## src/rtl/adc_cap_pkg.sv

```systemverilog
// adc_cap_pkg: shared constants and state encoding for the ADC bit-serial
// capture front end.
//   cap_state_e      : capture FSM state (IDLE, ARMED, CAPTURE, DONE)
//   *_DEF constants  : default parameter values for the capture blocks
package adc_cap_pkg;

  localparam int SAMPLE_W_DEF    = 8;
  localparam int DEPTH_DEF       = 16384;
  localparam int SYNC_STAGES_DEF = 2;

  typedef enum logic [1:0] {
    ST_IDLE    = 2'd0,
    ST_ARMED   = 2'd1,
    ST_CAPTURE = 2'd2,
    ST_DONE    = 2'd3
  } cap_state_e;

endpackage

```

## src/rtl/adc_cap_word_serializer.sv

```systemverilog
// adc_word_serializer: turns accepted ADC samples into an MSB-first bit
// stream with a FIFO write enable, counts written bits and flags dropped
// samples.
//   wrclk, rst    : write clock, async active-high reset
//   en            : capture window (FSM in CAPTURE)
//   clr           : clears bit_count and overrun (arm accepted)
//   sample*       : parallel sample and its one-cycle qualifier
//   din, wren     : registered serial bit and write enable
//   overrun       : sticky, a sample arrived while a word was in flight
//   bit_count     : bits written in this capture
//   last_wr       : the bit now on din/wren is the final one of the capture
module adc_word_serializer
  import adc_cap_pkg::*;
#(
  parameter int SAMPLE_W = SAMPLE_W_DEF,
  parameter int DEPTH    = DEPTH_DEF
) (
  input  logic                     wrclk,
  input  logic                     rst,
  input  logic                     en,
  input  logic                     clr,
  input  logic [SAMPLE_W-1:0]      sample,
  input  logic                     sample_valid,
  output logic                     din,
  output logic                     wren,
  output logic                     overrun,
  output logic [$clog2(DEPTH):0]   bit_count,
  output logic                     last_wr
);

  localparam int CW = $clog2(DEPTH) + 1;
  localparam int RW = $clog2(SAMPLE_W + 1);

  logic [SAMPLE_W-1:0] shreg;
  logic [RW-1:0]       rem;     // bits still to emit after the one on din
  logic                sh_busy;
  logic                take;

  assign sh_busy = (rem != '0);
  // bit_count counts completed writes, so the final write is the one on
  // the wires while the count sits at DEPTH-1.
  assign last_wr = wren && (bit_count == CW'(DEPTH - 1));
  // No new word may start on the edge that closes the capture.
  assign take    = en && sample_valid && !sh_busy && !last_wr;

  always_ff @(posedge wrclk or posedge rst) begin
    if (rst) begin
      shreg     <= '0;
      rem       <= '0;
      din       <= 1'b0;
      wren      <= 1'b0;
      overrun   <= 1'b0;
      bit_count <= '0;
    end else begin
      if (take) begin
        din   <= sample[SAMPLE_W-1];
        wren  <= 1'b1;
        shreg <= sample << 1;
        rem   <= RW'(SAMPLE_W - 1);
      end else if (sh_busy) begin
        din   <= shreg[SAMPLE_W-1];
        wren  <= 1'b1;
        shreg <= shreg << 1;
        rem   <= rem - RW'(1);
      end else begin
        din   <= 1'b0;
        wren  <= 1'b0;
      end

      if (clr)       bit_count <= '0;
      else if (wren) bit_count <= bit_count + CW'(1);

      // rem != 0 also covers the edge that emits the word's last bit.
      if (clr)                            overrun <= 1'b0;
      else if (en && sample_valid && sh_busy) overrun <= 1'b1;
    end
  end

endmodule

```

## src/rtl/adc_bit_serial_capture.sv

```systemverilog
// adc_bit_serial_capture: arms on request, waits for a trigger, then
// serializes DEPTH bits of ADC samples MSB-first into the capture FIFO.
// Optional feature macro: TRIG_THRESHOLD_EN (adds a rising threshold
// crossing on the sample stream as a trigger source while ARMED).
//   wrclk, rst          : FIFO write clock, async active-high reset
//   arm                 : one-cycle pulse, starts a capture from IDLE/DONE
//   trig                : asynchronous trigger level, rising edge is the event
//   sample/sample_valid : parallel ADC sample and qualifier
//   thr                 : threshold level (threshold trigger only)
//   din, wren           : serial bit and write enable to the FIFO
//   armed, busy, done   : state flags (ARMED, CAPTURE, DONE)
//   overrun             : sticky dropped-sample flag
//   bit_count           : bits written in the current capture
module adc_bit_serial_capture
  import adc_cap_pkg::*;
#(
  parameter int SAMPLE_W    = SAMPLE_W_DEF,
  parameter int DEPTH       = DEPTH_DEF,
  parameter int SYNC_STAGES = SYNC_STAGES_DEF
) (
  input  logic                   wrclk,
  input  logic                   rst,
  input  logic                   arm,
  input  logic                   trig,
  input  logic [SAMPLE_W-1:0]    sample,
  input  logic                   sample_valid,
  input  logic [SAMPLE_W-1:0]    thr,
  output logic                   din,
  output logic                   wren,
  output logic                   armed,
  output logic                   busy,
  output logic                   done,
  output logic                   overrun,
  output logic [$clog2(DEPTH):0] bit_count
);

  logic [SYNC_STAGES-1:0] trig_sync;
  logic                   trig_d;
  logic                   trig_rise;
  logic                   trig_evt;
  logic                   last_wr;
  logic                   arm_ok;
  cap_state_e             state, state_nx;

  always_ff @(posedge wrclk or posedge rst) begin
    if (rst) begin
      trig_sync <= '0;
      trig_d    <= 1'b0;
    end else begin
      trig_sync <= {trig_sync[SYNC_STAGES-2:0], trig};
      trig_d    <= trig_sync[SYNC_STAGES-1];
    end
  end

  assign trig_rise = trig_sync[SYNC_STAGES-1] & ~trig_d;

`ifdef TRIG_THRESHOLD_EN
  // Resets to all ones so the first sample can never look like a crossing.
  logic [SAMPLE_W-1:0] prev_sample;
  logic                thr_cross;

  always_ff @(posedge wrclk or posedge rst) begin
    if (rst)               prev_sample <= '1;
    else if (sample_valid) prev_sample <= sample;
  end

  assign thr_cross = sample_valid && (prev_sample < thr) && (sample >= thr);
  assign trig_evt  = trig_rise | thr_cross;
`else
  logic unused_thr;
  assign unused_thr = ^thr;
  assign trig_evt   = trig_rise;
`endif

  always_ff @(posedge wrclk or posedge rst) begin
    if (rst) begin
      state <= ST_IDLE;
      armed <= 1'b0;
      busy  <= 1'b0;
      done  <= 1'b0;
    end else begin
      state <= state_nx;
      armed <= (state_nx == ST_ARMED);
      busy  <= (state_nx == ST_CAPTURE);
      done  <= (state_nx == ST_DONE);
    end
  end

  // A trigger seen in IDLE is simply lost: it has to recur while ARMED.
  always_comb begin
    state_nx = state;
    arm_ok   = 1'b0;
    case (state)
      ST_IDLE, ST_DONE: if (arm) begin
        state_nx = ST_ARMED;
        arm_ok   = 1'b1;
      end
      ST_ARMED:   if (trig_evt) state_nx = ST_CAPTURE;
      ST_CAPTURE: if (last_wr)  state_nx = ST_DONE;
      default:    state_nx = ST_IDLE;
    endcase
  end

  adc_word_serializer #(
    .SAMPLE_W (SAMPLE_W),
    .DEPTH    (DEPTH)
  ) u_ser (
    .wrclk        (wrclk),
    .rst          (rst),
    .en           (state == ST_CAPTURE),
    .clr          (arm_ok),
    .sample       (sample),
    .sample_valid (sample_valid),
    .din          (din),
    .wren         (wren),
    .overrun      (overrun),
    .bit_count    (bit_count),
    .last_wr      (last_wr)
  );

endmodule

```

## config.mk

```make
export PLATFORM = sky130hd
export DESIGN_NAME = adc_bit_serial_capture
export DESIGN_NICKNAME = d
export VERILOG_FILES = /design/src/rtl/adc_cap_pkg.sv /design/src/rtl/adc_cap_word_serializer.sv /design/src/rtl/adc_bit_serial_capture.sv
export SDC_FILE = /design/constraint.sdc
export NUM_CORES = 1
export LEC_CHECK = 0
export ABC_CLOCK_PERIOD_IN_PS = 2000
export CAP_MARGIN = 5
export CORE_MARGIN = 2
export CORE_UTILIZATION = 44
export CTS_CLUSTER_SIZE = 20
export DETAILED_ROUTE_END_ITERATION = 8
export PLACE_DENSITY = 0.75
export SYNTH_ARGS = -nofsm -noshare
export SYNTH_HDL_FRONTEND = slang
export SYNTH_HIERARCHICAL = 1
export SYNTH_SLANG_ARGS = --single-unit
```

## constraint.sdc

```tcl
create_clock -name wrclk -period 2 [get_ports wrclk]
set_clock_uncertainty 0.1 [all_clocks]
set_input_delay 0.4 -clock wrclk [delete_from_list [all_inputs] [get_ports wrclk]]
set_output_delay 0.4 -clock wrclk [all_outputs]
set_load 0.05 [all_outputs]
```

==> run metrics <==
crit path DAT=roughly 2.1 ns; top-level port count=42; CTS Hold Bufs=0; Post-Syn Nets=192; nets=234; number of diodes=0; Worst-Margin Slew=0.5795 ns; synth top area cells=dfrtp_1 53%, nor2_1 4.5%, mux2i_1 4.0%; drt pass-1 iters=4; antenna violations before repair=0; number of global-route vias before repair=around 1.4k; first-pass GRT wire length=5996 um; commonest non-fill, non-tap cell in the layout=dfrtp_1; Min-Delay Path Class=flop to flop; starting density of the core=0.4703; Final setup viols=0; HPWL after detailed placement=2639 um; RSZ-0062 raised after global routing=no; asr flop ratio synth=1.000; Mean Syn Cell Area=10.61 um2; status=finished clean; number of flops mapped to enable cells by yosys=0; Final Slew Violations=0; Max VDD drop=0.5884 mV; most frequent cells in the layout=37 x dfrtp_1, 24 x buf_4, 21 x nor2_1; Die Wd=between 60 and 70 um; area of the mapped netlist=1760 um2; synth warn=6; # DRC=0; Core Footprint=3744 um2; CP max stage cell=dfrtp_1; TritonCTS Buffers=5; Critical Path Max Stage Delay=0.41 ns; CP Class=flop to flop; CTS clk-pin slew, worst paths=0.07 ns; Slew HR=0.6113; layout cells sized above 1=0.2392; largest net degree at the start of global routing=30; register-to-register setup slack=0.05 ns; Buf+Inv Stages, Crit Path=1; final wirelength=3594 um; total power=0.002963 W; Max Cap Violations=0; top-area cell type share of the netlist area=0.5259; Synth Flop Type=dfrtp_1; clock tree sinks=37; CP max FO=5; CP endpoint kind=flop; Min Hold Slack=~0.27 ns; Root Buffer=clkbuf_8; DIE HEIGHT=67.26 um; Via density=approximately 5.2; Tcrit/Tclk final=0.9726; leading area contributor after synthesis=dfrtp_1; final-layout fill cell count=323; total grt overflow=0; Synth Instances=166; Max Buffers Root-to-Sink=2; CTS tree=done; Startpoint Class=flop; num rows=22; Buffers on Ports=33; GPL Wtd Cong=0.7832; CP Data Required Time=2.12 ns; All-Layer GR Usage=0.1801; Final ANT Viol Nets=0; Clock Latency Late Sink=between 0.2 and 0.3 ns; via count=roughly 1.3k; PwrDens=about 1300 nW/um2; Die ar.=4523 um2; Syn-to-layout area delta=30.35%; distinct cell type count after synthesis=41; Leak=~1.1 nW; crit path cell chain=inv_2 -> ha_4 -> and2_4 -> o211a_1 -> and3_4 -> and4_4 -> xnor2_2 -> nor2_1; delay-heaviest family, CP=simple AND/OR/NAND/NOR gates; drt first-iter violations=63; Final Hold Viols=0; H-tree depth=2; Routed WL per cell=roughly 14 um; maximum clock frequency=0.5141 GHz; min Tclk post-route=1.945 ns; Seq/Total Area, Yosys=0.5259; #FFs+latches synth=37
cell families after synthesis:
kind of cell,after synthesis,synth area share
AO/OA/AOI/OAI,28,0.1095
flip-flops,37,0.5259
XOR/XNOR,10,0.04975
buffers and inverters,15,0.03980
adder cells (fa/ha/maj),5,0.03554
multiplexers,7,0.03980
AND/OR/NAND/NOR,64,0.1997
flip-flops by register name (all words and copies together) (netlist names), 2 cells and up:
name             count
state                2
trig_sync            2
u_ser/bit_count     15
u_ser/rem            4
u_ser/shreg          7
report_power, final:
group / leakage [nW] / switching, W / internal, W
Combinational: 0.550 / 0.000674 / 0.000387
Clock: 0.0681 / 0.000264 / 0.000495
Sequential: 0.452 / 0.000197 / 0.000946
Total: 1.07 / 0.00114 / 0.00183
cells in the mapped netlist (2+ instances only):
cell	count
dfrtp_1	37
nor2_1	21
nand2_1	14
a21oi_1	12
inv_1	10
xor2_1	8
mux2i_1	7
nand3_1	6
ha_1	5
nand4_1	4
nor3_1	3
o21ai_0	3
or3_1	3
a211oi_1	2
a21oi_2	2
buf_2	2
o21ai_1	2
xnor2_1	2
per-layer routing:
metal  vias to the layer above  global-route usage  wire length (um)
li1                        649                   -                 -
met1                       646              0.2088              1494
met2                        39              0.3193              1833
met3                        10             0.06000               200
met4                         0             0.04592                65
met5                         -                   0                 0
metrics by stage:
step / worst slack, ns / setup TNS [ns] / instance area [um2] / cells / utilization
after global placement: -0.01222 / -0.01222 / 2136 / 247 / 0.5705
after CTS: 0.03168 / 0 / 2270 / 255 / 0.6063
after detailed placement: -0.05953 / -0.08106 / 2136 / 247 / 0.5705
final: 0.05471 / 0 / 2295 / 257 / 0.6130
after global routing: 0.01748 / 0 / 2295 / 257 / 0.6130
after floorplan: 0.02198 / 0 / 1773 / 166 / -
worst paths after layout:
path                         startpoint                  end  cells past startpoint
max in group asynchronous           rst  u_ser/bit_count[14]                      3
max reg2reg                    state[0]   u_ser/bit_count[7]                      8
min                        trig_sync[0]         trig_sync[1]                      0
min reg2reg                trig_sync[0]         trig_sync[1]                      0
max                            state[0]   u_ser/bit_count[7]                      8
min in group asynchronous           rst               trig_d                      2
final cells by class:
class | count | area (um2) | share of cell area
clock buffers | 5 | 68.82 | 0.02999
clock inverters | 3 | 65.06 | 0.02835
inverters | 10 | 37.54 | 0.01636
multi-input cells | 114 | 787.0 | 0.3430
flip-flops and latches | 37 | 925.9 | 0.4035
well taps | 48 | 60.06 | 0.02617
repair buffers | 40 | 350.3 | 0.1527
what timing repair did:
item / in CTS / in global routing
setup endpoints to repair: 0 / 1
setup buffers: 0 / 2
resized for setup: 0 / 2
No activity file was read; power rests on OpenSTA's default activity.
